--- config.mk ---
export PLATFORM = sky130hd
export DESIGN_NAME = universal_shift_reg
export DESIGN_NICKNAME = d
export VERILOG_FILES = /design/src/rtl/usr_pkg.sv /design/src/rtl/usr_burst_ctrl.sv /design/src/rtl/universal_shift_reg.sv
export SDC_FILE = /design/constraint.sdc
export NUM_CORES = 1
export LEC_CHECK = 0
export ABC_AREA = 0
export BUFFER_PORTS_ARGS = -buffer_cell sky130_fd_sc_hd__buf_2
export CAP_MARGIN = 0
export CORE_ASPECT_RATIO = 1.2
export CORE_MARGIN = 2
export CORE_UTILIZATION = 45
export CTS_BUF_LIST = sky130_fd_sc_hd__clkbuf_4
export CTS_CLUSTER_SIZE = 16
export DETAILED_ROUTE_END_ITERATION = 7
export PLACE_DENSITY = 0.72
export SETUP_SLACK_MARGIN = 0.15
export SLEW_MARGIN = 15
export SYNTH_ARGS = -nofsm -noshare
export SYNTH_HDL_FRONTEND = slang
export SYNTH_SLANG_ARGS = --single-unit
--- constraint.sdc ---
create_clock -name Clk -period 2.01 [get_ports Clk]
set_input_delay 0.201 -clock Clk [delete_from_list [all_inputs] [get_ports Clk]]
set_output_delay 0.201 -clock Clk [all_outputs]
set_load 0.03 [all_outputs]
--- src/rtl/usr_pkg.sv ---
// usr_pkg: shared types for the universal shift register.
//   mode_t  : manual operating mode selected by the Mode port.
//   state_t : burst engine state.
package usr_pkg;

  typedef enum logic [1:0] {
    MODE_HOLD = 2'b00,
    MODE_SHR  = 2'b01,
    MODE_SHL  = 2'b10,
    MODE_LOAD = 2'b11
  } mode_t;

  typedef enum logic {
    ST_IDLE  = 1'b0,
    ST_SHIFT = 1'b1
  } state_t;

  // Encoding of the burst direction bit (Dir port and latched copy).
  localparam logic DIR_RIGHT = 1'b0;
  localparam logic DIR_LEFT  = 1'b1;

endpackage

--- src/rtl/usr_burst_ctrl.sv ---
// usr_burst_ctrl: self-timed burst engine for the universal shift register.
// Accepts a Start request in IDLE, then commands one shift per clock for
// Count cycles in the direction latched at Start.
//   clk_i        clock
//   rst_i        asynchronous active-high reset
//   start_i      burst request (only looked at in IDLE)
//   dir_i        burst direction (0 right, 1 left), latched at Start
//   count_i      number of shifts, latched at Start
//   shift_en_o   datapath performs a burst shift on this edge
//   shift_dir_o  latched burst direction
//   manual_en_o  datapath may apply manual Mode on this edge
//   busy_o       burst in progress
//   done_o       one-cycle pulse after a burst (or zero-length request) ends
module usr_burst_ctrl
  import usr_pkg::*;
#(
  parameter int CNT_W = 4
) (
  input  logic             clk_i,
  input  logic             rst_i,
  input  logic             start_i,
  input  logic             dir_i,
  input  logic [CNT_W-1:0] count_i,
  output logic             shift_en_o,
  output logic             shift_dir_o,
  output logic             manual_en_o,
  output logic             busy_o,
  output logic             done_o
);

  localparam logic [CNT_W-1:0] CNT_ONE = {{(CNT_W-1){1'b0}}, 1'b1};

  state_t           state_q;
  logic [CNT_W-1:0] remaining_q;
  logic             dir_q;
  logic             busy_q;
  logic             done_q;

  always_ff @(posedge clk_i or posedge rst_i) begin
    if (rst_i) begin
      state_q     <= ST_IDLE;
      remaining_q <= '0;
      dir_q       <= DIR_RIGHT;
      busy_q      <= 1'b0;
      done_q      <= 1'b0;
    end else begin
      done_q <= 1'b0;
      case (state_q)
        ST_IDLE: begin
          if (start_i) begin
            if (count_i != '0) begin
              dir_q       <= dir_i;
              remaining_q <= count_i;
              state_q     <= ST_SHIFT;
              busy_q      <= 1'b1;
            end else begin
              // Zero-length burst: report completion without shifting.
              done_q <= 1'b1;
            end
          end
        end
        ST_SHIFT: begin
          remaining_q <= remaining_q - CNT_ONE;
          if (remaining_q == CNT_ONE) begin
            state_q <= ST_IDLE;
            busy_q  <= 1'b0;
            done_q  <= 1'b1;
          end
        end
        default: state_q <= ST_IDLE;
      endcase
    end
  end

  assign shift_en_o  = (state_q == ST_SHIFT);
  assign shift_dir_o = dir_q;
  // A Start edge in IDLE takes priority over manual operation.
  assign manual_en_o = (state_q == ST_IDLE) && !start_i;
  assign busy_o      = busy_q;
  assign done_o      = done_q;

endmodule

--- src/rtl/universal_shift_reg.sv ---
// universal_shift_reg: parametrised shift register with hold / shift-right /
// shift-left / parallel-load modes, optional rotate, serial outputs at both
// ends, and a burst engine that performs Count shifts from one Start pulse.
//   Clk, Rst        clock, asynchronous active-high reset
//   En, Mode        manual operation (only in IDLE, no Start)
//   SIL, SIR        serial inputs for right / left shifts
//   PD              parallel load data
//   Rot             rotate: wrap bit replaces SIL/SIR
//   Start,Dir,Count burst request, direction, length
//   Q, SOR, SOL     contents, LSB, MSB
//   Busy, Done      burst in progress, burst complete pulse
module universal_shift_reg
  import usr_pkg::*;
#(
  parameter int WIDTH = 8,
  parameter int CNT_W = 4
) (
  input  logic             Clk,
  input  logic             Rst,
  input  logic             En,
  input  logic [1:0]       Mode,
  input  logic             SIL,
  input  logic             SIR,
  input  logic [WIDTH-1:0] PD,
  input  logic             Rot,
  input  logic             Start,
  input  logic             Dir,
  input  logic [CNT_W-1:0] Count,
  output logic [WIDTH-1:0] Q,
  output logic             SOR,
  output logic             SOL,
  output logic             Busy,
  output logic             Done
);

  logic [WIDTH-1:0] q_q;
  logic [WIDTH-1:0] q_d;
  logic             shift_en;
  logic             shift_dir;
  logic             manual_en;
  logic             in_right;
  logic             in_left;
  logic [WIDTH-1:0] shr_val;
  logic [WIDTH-1:0] shl_val;

  usr_burst_ctrl #(
    .CNT_W(CNT_W)
  ) u_burst_ctrl (
    .clk_i       (Clk),
    .rst_i       (Rst),
    .start_i     (Start),
    .dir_i       (Dir),
    .count_i     (Count),
    .shift_en_o  (shift_en),
    .shift_dir_o (shift_dir),
    .manual_en_o (manual_en),
    .busy_o      (Busy),
    .done_o      (Done)
  );

  // Bit entering the vacated end: the opposite end when rotating.
  assign in_right = Rot ? q_q[0]       : SIL;
  assign in_left  = Rot ? q_q[WIDTH-1] : SIR;
  assign shr_val  = {in_right, q_q[WIDTH-1:1]};
  assign shl_val  = {q_q[WIDTH-2:0], in_left};

  always_comb begin
    q_d = q_q;
    if (shift_en) begin
      q_d = (shift_dir == DIR_LEFT) ? shl_val : shr_val;
    end else if (manual_en && En) begin
      case (mode_t'(Mode))
        MODE_SHR:  q_d = shr_val;
        MODE_SHL:  q_d = shl_val;
        MODE_LOAD: q_d = PD;
        default:   q_d = q_q;
      endcase
    end
  end

  always_ff @(posedge Clk or posedge Rst) begin
    if (Rst) begin
      q_q <= '0;
    end else begin
      q_q <= q_d;
    end
  end

  assign Q   = q_q;
  assign SOR = q_q[0];
  assign SOL = q_q[WIDTH-1];

endmodule

==> impl_metrics.ini, run 1 <==
[finish]
syn_to_final_growth_pct = 17.4
drive_above_1_share_pct = 32.6
fin_util_pct = 56.0
n_antenna_cell = 0
layout.nets = 166
instances_no_fill = 172
final_cell_mix = 33 x buf_2, 16 x dfrtp_1, 14 x mux2i_1
final_common_cell = buf_2

[timing]
layout_setup_ws_ns = 0.407
fmax_mhz = 624
worstMarginPinSlew_ns = 0.620
finalCriticalPeriod_ns = 1.60
slew_headroom_pct = 58.6
post-route-period-util_pct = 79.8
finalSetupViolations = 0
grt_setup_unrepaired = no
clock_skew_ns = 0.00579
finalSetupTns_ns = 0
finalHoldViolCount = 0
slew_violations = 0

[place]
portBuffers = 33
hpwlAfterDp_mm = 1.75
place_inst = 167
dp_slack_ns = 0.429
gp_congestion = 0.758

[clocking]
clk_path_buf_depth = 2
numCtsBuffers = 3
ctsResizeCount = 0
htree_levels = 1
clock_sinks = 16
clk_pin_slew_ns = 0.10
insertion_delay_ns = 0.29
cts_tree = done
cts_root_buffer = clkbuf_4

[floorplan]
rows = 19
die_h_um = 58.2
die_x_um = 49.1
ios = 34
core_sq_um = 2310
start_util_pct = 47.7
fp.dieArea_sq_um = 2860

[detailed_routing]
wl_per_cell_um = 13.7
drt_iter0_markers = 15
firstDrtPassIters = 4
wl_mm = 2.36
drc = 0
vias = 987
viasPerCell = 5.74
ant_nets = 0

[grt]
grt_pass1_vias = 929
antenna_found_initial = 0
grt.overflow.total = 0
grt_max_degree = 18
track_usage_pct = 19.0
grt_pass1_wl_mm = 4.14

[run_status]
outcome = finished clean

[worst_setup_path]
critPathKind = reg2reg
crit_path_end_kind = register
crit_fanout = 13
startpoint_type = register
critical_path_arrival_ns = 1.79
cp.required_ns = 2.20

[synthesis]
yosysSeqAreaShare_pct = 36.4
synth_warnings = 0
yosysUniqueCellTypes = 34
syn_inst = 111
syn_area_sq_um = 1100
yosys_register_bits = 16
synth_area_per_cell_sq_um = 9.91
synth_nets = 135

[power]
ir_drop_mv = 0.977
p_leak_nw = 0.626
power_density_nw_per_um2 = 1460
fin_total_pwr_mw = 1.89

[flow_run]
cap_viol_max_count = 0

[hold_path]
hold_path_class = in2reg
[cells in the mapped netlist]
cell type,number,area (sq um)
o21a_4,1,15.0
a21oi_1,8,40.0
mux2_2,3,33.8
clkbuf_1,1,3.75
or3_1,1,6.26
nor2_2,1,6.26
nand2b_1,3,18.8
nor4_4,1,21.3
or4b_1,1,10.0
nand3_1,2,10.0
a21boi_0,1,7.51
nor2_1,13,48.8
o311a_1,1,10.0
a21o_1,1,7.51
o41ai_1,1,8.76
ha_1,2,25.0
or4b_4,1,13.8
mux2i_1,14,140
o221ai_1,2,17.5
a221oi_1,1,8.76
inv_2,1,3.75
a221o_1,6,60.1
nor3_2,1,10.0
inv_1,7,26.3
buf_2,3,15.0
dfrtp_1,16,400
nand2b_4,1,13.8
buf_4,4,30.0
a211oi_1,1,7.51
nand2_1,1,3.75
nor3b_1,2,15.0
o211ai_1,6,45.0
a31oi_1,1,6.26
o21ai_0,2,10.0
[sequential cells by signal, indices dropped and copies added, names as in the netlist]
signal	flops
Q	8
u_burst_ctrl.busy_o	1
u_burst_ctrl.done_o	1
u_burst_ctrl.remaining_q	4
u_burst_ctrl.shift_dir_o	1
u_burst_ctrl.shift_en_o	1
[cell families (layout without fill, tap and decap cells)]
logic type,count (synthesis),in the layout,synth area share (%)
simple gates,28,28,16.2
mux,17,17,15.8
compound gates,32,32,22.2
buf+inv,16,46,7.17
flops,16,16,36.4
fa+ha+maj,2,2,2.27
[stage by stage]
stage	cell area (sq um)	hold WS, ns
finish	1290	0.140
CTS	1290	0.135
global placement	1250	0.311
detailed placement	1250	0.317
global route	1290	0.121
floorplan	1100	0.115
[routing by layer]
metal	vias up	routed length (um)	global-route usage [%]
met5	-	0	0
met4	0	46	11.4
met3	5	110	2.84
met2	32	1210	33.2
met1	471	992	22.1
li1	479	-	-
[cell type report]
class                   count  area, sq um
clock inverters             1         3.75
clock buffers               3         22.5
repair buffers             34          175
inverters                   8         30.0
well taps                  31         38.8
flip-flops and latches     16          400
multi-input cells          79          621
fillers                   221         1010
[path summary, 6_finish.rpt]
path	start	to	slack (ns)	cells after the start
worst max-delay path	u_burst_ctrl.shift_en_o$_DFF_PP0_	u_burst_ctrl.busy_o$_DFFE_PP0P_	0.41	3
worst min-delay path	Dir	u_burst_ctrl.shift_dir_o$_DFFE_PP0P_	0.14	2
worst max register to register	u_burst_ctrl.shift_en_o$_DFF_PP0_	u_burst_ctrl.busy_o$_DFFE_PP0P_	0.41	3
worst min register to register	u_burst_ctrl.busy_o$_DFFE_PP0P_	u_burst_ctrl.busy_o$_DFFE_PP0P_	0.51	1
max in group asynchronous	Rst	Q[5]$_DFFE_PP0P_	1.09	3
min in group asynchronous	Rst	u_burst_ctrl.shift_en_o$_DFF_PP0_	0.51	3
[power breakdown]
group / leakage, nW / switching (mW) / internal (mW)
sequential: 0.193 / 0.234 / 0.480
clock: 0.0154 / 0.108 / 0.0723
combinational: 0.417 / 0.558 / 0.439
total: 0.626 / 0.900 / 0.991
[timing repair]
action,CTS,global route
setup buffers,0,0
endpoints found under the hold margin,7,0
hold buffers,1,0
[critical path: stages (launching register included)]
cell and delay [ns]:
dfrtp_1 0.56, inv_2 0.19, or4b_4 0.55, a21o_1 0.19
(Power assumes the default switching activity.)
==> run 2, diff against run 1 <==
==> constraint.sdc (replaced) <==
create_clock -name Clk -period 1.59 [get_ports Clk]
set_input_delay 0.159 -clock Clk [delete_from_list [all_inputs] [get_ports Clk]]
set_output_delay 0.159 -clock Clk [all_outputs]
set_load 0.03 [all_outputs]
==> run 2 against run 1 <==
Global-route usage is 0.15 points higher. Count of clock-buffer cells in the layout stayed put. Flip-flop and latch count stayed put. Critical endpoint is now u_burst_ctrl.remaining_q[3]$_DFFE_PP0P_. Highest routed layer unchanged.
==> impl_metrics.ini, run 2 (synthesis gave the netlist of run 1 again) <==
[detailed_routing]
wl_mm = 2.50
drc = 0
viasPerCell = 5.57
drt_iter0_markers = 19
wl_per_cell_um = 14.3
ant_nets = 0
firstDrtPassIters = 4
vias = 974

[floorplan]
core_sq_um = 2310
start_util_pct = 47.7
fp.dieArea_sq_um = 2860
ios = 34
die_h_um = 58.2
die_x_um = 49.1
rows = 19

[timing]
clock_skew_ns = 0.000642
holdWs_ns = 0.116
post-route-period-util_pct = 88.2
slew_headroom_pct = 57.4
finalSetupViolations = 0
finalCriticalPeriod_ns = 1.40
worstMarginPinSlew_ns = 0.638
finalHoldViolCount = 0
grt_setup_unrepaired = no
finalSetupTns_ns = 0
slew_violations = 0
fmax_mhz = 713

[hold_path]
hold_path_class = in2reg

[place]
hpwlAfterDp_mm = 1.81
gp_congestion = 0.741
portBuffers = 33

[worst_setup_path]
critPathKind = reg2reg
cp.required_ns = 1.75
startpoint_type = register
crit_fanout = 5
crit_path_end_kind = register
critical_path_arrival_ns = 1.56

[clocking]
cts_tree = done
clock_sinks = 16
clk_path_buf_depth = 2
htree_levels = 1
clk_pin_slew_ns = 0.10
numCtsBuffers = 3
cts_root_buffer = clkbuf_4
insertion_delay_ns = 0.28

[finish]
final_cell_mix = 33 x buf_2, 15 x dfrtp_1, 14 x mux2i_1
final_common_cell = buf_2
layout.nets = 169
drive_above_1_share_pct = 35.4
n_antenna_cell = 0
syn_to_final_growth_pct = 19.8
largest_reg_flops = 8

[power]
fin_total_pwr_mw = 2.45
ir_drop_mv = 1.05
p_leak_nw = 0.640
power_density_nw_per_um2 = 1860

[flow_run]
cap_viol_max_count = 0

[grt]
grt_pass1_wl_mm = 4.28
grt.overflow.total = 0
grt_pass1_vias = 979
track_usage_pct = 19.2
antenna_found_initial = 0
grt_max_degree = 18

[run_status]
outcome = finished clean
-- run 2: cell types whose count changed in the layout (fill, tap and decap cells not counted), sizes merged --
cell	delta
buf	+3
-- run 2: path summary, 6_finish.rpt --
| check | startpoint | to | slack (ns) | cells after the start |
|---|---|---|---|---|
| max | u_burst_ctrl.remaining_q[0]$_DFFE_PP0P_ | u_burst_ctrl.remaining_q[3]$_DFFE_PP0P_ | 0.19 | 3 |
| min | Dir | u_burst_ctrl.shift_dir_o$_DFFE_PP0P_ | 0.12 | 2 |
| max reg2reg | u_burst_ctrl.remaining_q[0]$_DFFE_PP0P_ | u_burst_ctrl.remaining_q[3]$_DFFE_PP0P_ | 0.19 | 3 |
| min reg2reg | u_burst_ctrl.busy_o$_DFFE_PP0P_ | u_burst_ctrl.busy_o$_DFFE_PP0P_ | 0.52 | 1 |
| max in group asynchronous | Rst | u_burst_ctrl.shift_en_o$_DFF_PP0_ | 0.65 | 3 |
| min in group asynchronous | Rst | u_burst_ctrl.done_o$_DFF_PP0_ | 0.49 | 3 |
-- run 2: area by class of cell --
type / instances / area [sq um]
Clock inverter: 1 / 3.75
Sequential cell: 16 / 402
Timing Repair Buffer: 37 / 198
Multi-Input combinational cell: 79 / 623
Clock buffer: 3 / 22.5
Tap cell: 31 / 38.8
Fill cell: 221 / 988
Inverter: 8 / 30.0
-- run 2: critical path, stage by stage, from the launching register on --
cell and delay (ns):
dfrtp_1 0.45, or4b_1 0.58, o211ai_1 0.12, o221ai_1 0.13
-- run 2: per-stage QoR --
| stage | instance area, sq um | utilization, % | setup WS, ns | std cells |
|---|---|---|---|---|
| after global placement | 1270 | 55.1 | 0.248 | 169 |
| after floorplan | 1100 | - | 0.264 | 111 |
| after detailed placement | 1270 | 55.1 | 0.212 | 169 |
| after CTS | 1310 | 56.6 | 0.199 | 174 |
| after global routing | 1320 | 57.1 | 0.125 | 175 |
| final | 1320 | 57.1 | 0.187 | 175 |
-- run 2: power by group --
| group | switching [mW] | total, mW | internal (mW) |
|---|---|---|---|
| Sequential | 0.288 | 0.896 | 0.609 |
| Clock | 0.133 | 0.223 | 0.0909 |
| Combinational | 0.729 | 1.33 | 0.598 |
-- run 2: timing repair --
| item | 4_1_cts | 5_1_grt |
|---|---|---|
| buffers inserted | 0 | 1 |
| gates resized for setup | 0 | 2 |
| hold buffers | 1 | 0 |
| hold endpoints to repair | 16 | 0 |
| setup endpoints to repair | 0 | 3 |
-- run 2: routing by layer --
metal	track usage, %	share of wire (%)	vias to the layer above
li1	-	-	478
met1	22.2	41	471
met2	34.7	54	23
met3	3.87	4.5	2
met4	7.35	0.68	0
met5	0	0	-
==> run 3, diff against run 2 <==
==> constraint.sdc (replaced) <==
create_clock -name Clk -period 1.59 [get_ports Clk]
set_input_delay 0.318 -clock Clk [delete_from_list [all_inputs] [get_ports Clk]]
set_output_delay 0.318 -clock Clk [all_outputs]
set_load 0.03 [all_outputs]
==> run 3 against run 2 <==
Sequential power increased by 0.8%. Flip-flop and latch count is the same. Wire length down 0.60%. Non-clock buffer count shrank 1. Clock power barely moved. Power is 0.40% lower. Die area did not move. Sequential share of layout area rose by 0.20 points. Critical path type unchanged. Worst hold slack got worse by 0.028 ns. Setup slack improved by 0.026 ns. Cell area decreased by 0.66%. Largest power group unchanged. Fmax grew 1.9%.
==> impl_metrics.ini, run 3 (synthesis gave the netlist of run 1 again) <==
[floorplan]
die_x_um = 49.1
ios = 34
fp.dieArea_sq_um = 2860
core_sq_um = 2310
rows = 19
start_util_pct = 47.7
die_h_um = 58.2

[worst_setup_path]
crit_path_top_delay_cell = or4b_4
critical_path_arrival_ns = 1.57
crit_fanout = 3
startpoint_type = register
cp.required_ns = 1.78
cp_cell_sequence = inv_1 -> ha_1 -> or4b_4 -> a21o_1
critPathKind = reg2reg
crit_path_end_kind = register
max_stage_delay_ns = 0.47

[timing]
fmax_mhz = 726
finalHoldViolCount = 0
layout_setup_ws_ns = 0.213
finalSetupViolations = 0
post-route-period-util_pct = 86.6
slew_violations = 0
finalSetupTns_ns = 0
worstMarginPinSlew_ns = 0.624
grt_setup_unrepaired = no
slew_headroom_pct = 58.4
clock_skew_ns = 0.00369
finalCriticalPeriod_ns = 1.38

[clocking]
clk_pin_slew_ns = 0.10
post_cts.repair.setup_buffers = 0
htree_levels = 1
insertion_delay_ns = 0.29
clk_path_buf_depth = 2
cts_root_buffer = clkbuf_4
numCtsBuffers = 3
clock_sinks = 16
cts_tree = done

[place]
place_inst = 170
hpwlAfterDp_mm = 1.82
gp_congestion = 0.764
dp_slack_ns = 0.183
portBuffers = 33

[finish]
n_fill_cell = 220
n_antenna_cell = 0
final_common_cell = buf_2
instances_no_fill = 174
largest_reg_flops = 8
drive_above_1_share_pct = 35.7
layout.nets = 168
syn_to_final_growth_pct = 19.0
final_cell_mix = 33 x buf_2, 15 x dfrtp_1, 14 x mux2i_1

[grt]
antenna_found_initial = 0
grt_max_degree = 17
grt_pass1_wl_mm = 4.11
grt.overflow.total = 0
grt_pass1_vias = 930
track_usage_pct = 18.2

[detailed_routing]
viasPerCell = 5.63
dr.max_layer_used = met4
drc = 0
drt_iter0_markers = 15
vias = 979
wl_met1_mm = 1.07
wl_per_cell_um = 14.3
wl_mm = 2.48
met2_length_mm = 1.29
firstDrtPassIters = 4
ant_nets = 0
route.met3.wl_um = 99

[power]
power_density_nw_per_um2 = 1860
fin_total_pwr_mw = 2.44
ir_drop_mv = 1.18
p_leak_nw = 0.637

[run_status]
outcome = finished clean

[hold_path]
hold_path_class = in2async

[flow_run]
cap_viol_max_count = 0
## run 3: changes by cell type in the layout (fill, tap and decap cells not counted), sizes merged
cell	change
dlygate4sd3	-1
## run 3: worst max-delay path: cells and delay by family (launching register included)
family	cells	cell delay, ns
AO/OA/AOI/OAI	1	0.19
adder cells (fa/ha/maj)	1	0.13
buffers and inverters	1	0.09
flip-flops	1	0.41
AND/OR/NAND/NOR	1	0.47
## run 3: area by class of cell
cell class | count | area [sq um] | area share [%]
repair buffers | 36 | 188 | 14.3
flip-flops and latches | 16 | 402 | 30.7
multi-input cells | 79 | 624 | 47.7
inverters | 8 | 30.0 | 2.29
clock inverters | 1 | 3.75 | 0.287
clock buffers | 3 | 22.5 | 1.72
well taps | 31 | 38.8 | 2.96
## run 3: repair_timing
item / 4_1_cts / 5_1_grt
hold endpoints to repair: 0 / 0
hold buffers: 0 / 0
gates resized for setup: 0 / 2
endpoints found under the setup margin: 0 / 10
## run 3: worst paths after layout
path | from | to | slack, ns | cells past startpoint
worst max-delay path | u_burst_ctrl.remaining_q[1]$_DFFE_PP0P_ | u_burst_ctrl.busy_o$_DFFE_PP0P_ | 0.21 | 4
worst min register to register | u_burst_ctrl.busy_o$_DFFE_PP0P_ | u_burst_ctrl.busy_o$_DFFE_PP0P_ | 0.49 | 1
min in group Clk | Dir | u_burst_ctrl.shift_dir_o$_DFFE_PP0P_ | 0.26 | 2
worst min-delay path | Rst | u_burst_ctrl.busy_o$_DFFE_PP0P_ | 0.09 | 2
max in group asynchronous | Rst | u_burst_ctrl.shift_en_o$_DFF_PP0_ | 1.06 | 2
worst max register to register | u_burst_ctrl.remaining_q[1]$_DFFE_PP0P_ | u_burst_ctrl.busy_o$_DFFE_PP0P_ | 0.21 | 4
## run 3: through the flow
step                      utilization [%]  cell area [sq um]  hold WS (ns)
after global routing                 56.8               1310         0.145
after global placement               55.4               1280         0.429
after CTS                            56.5               1300         0.112
final                                56.8               1310        0.0881
after detailed placement             55.4               1280         0.437
after floorplan                         -               1100         0.232
## run 3: power breakdown
part	internal, mW	switching (mW)	total (mW)
Combinational	0.588	0.721	1.31
Sequential	0.609	0.294	0.903
Clock	0.0912	0.133	0.225
Total	1.29	1.15	2.44
## run 3: per-layer routing
| metal | global-route usage (%) | vias to the layer above |
|---|---|---|
| li1 | - | 479 |
| met1 | 22.4 | 473 |
| met2 | 32.4 | 23 |
| met3 | 2.06 | 4 |
| met4 | 7.35 | 0 |
| met5 | 0 | - |
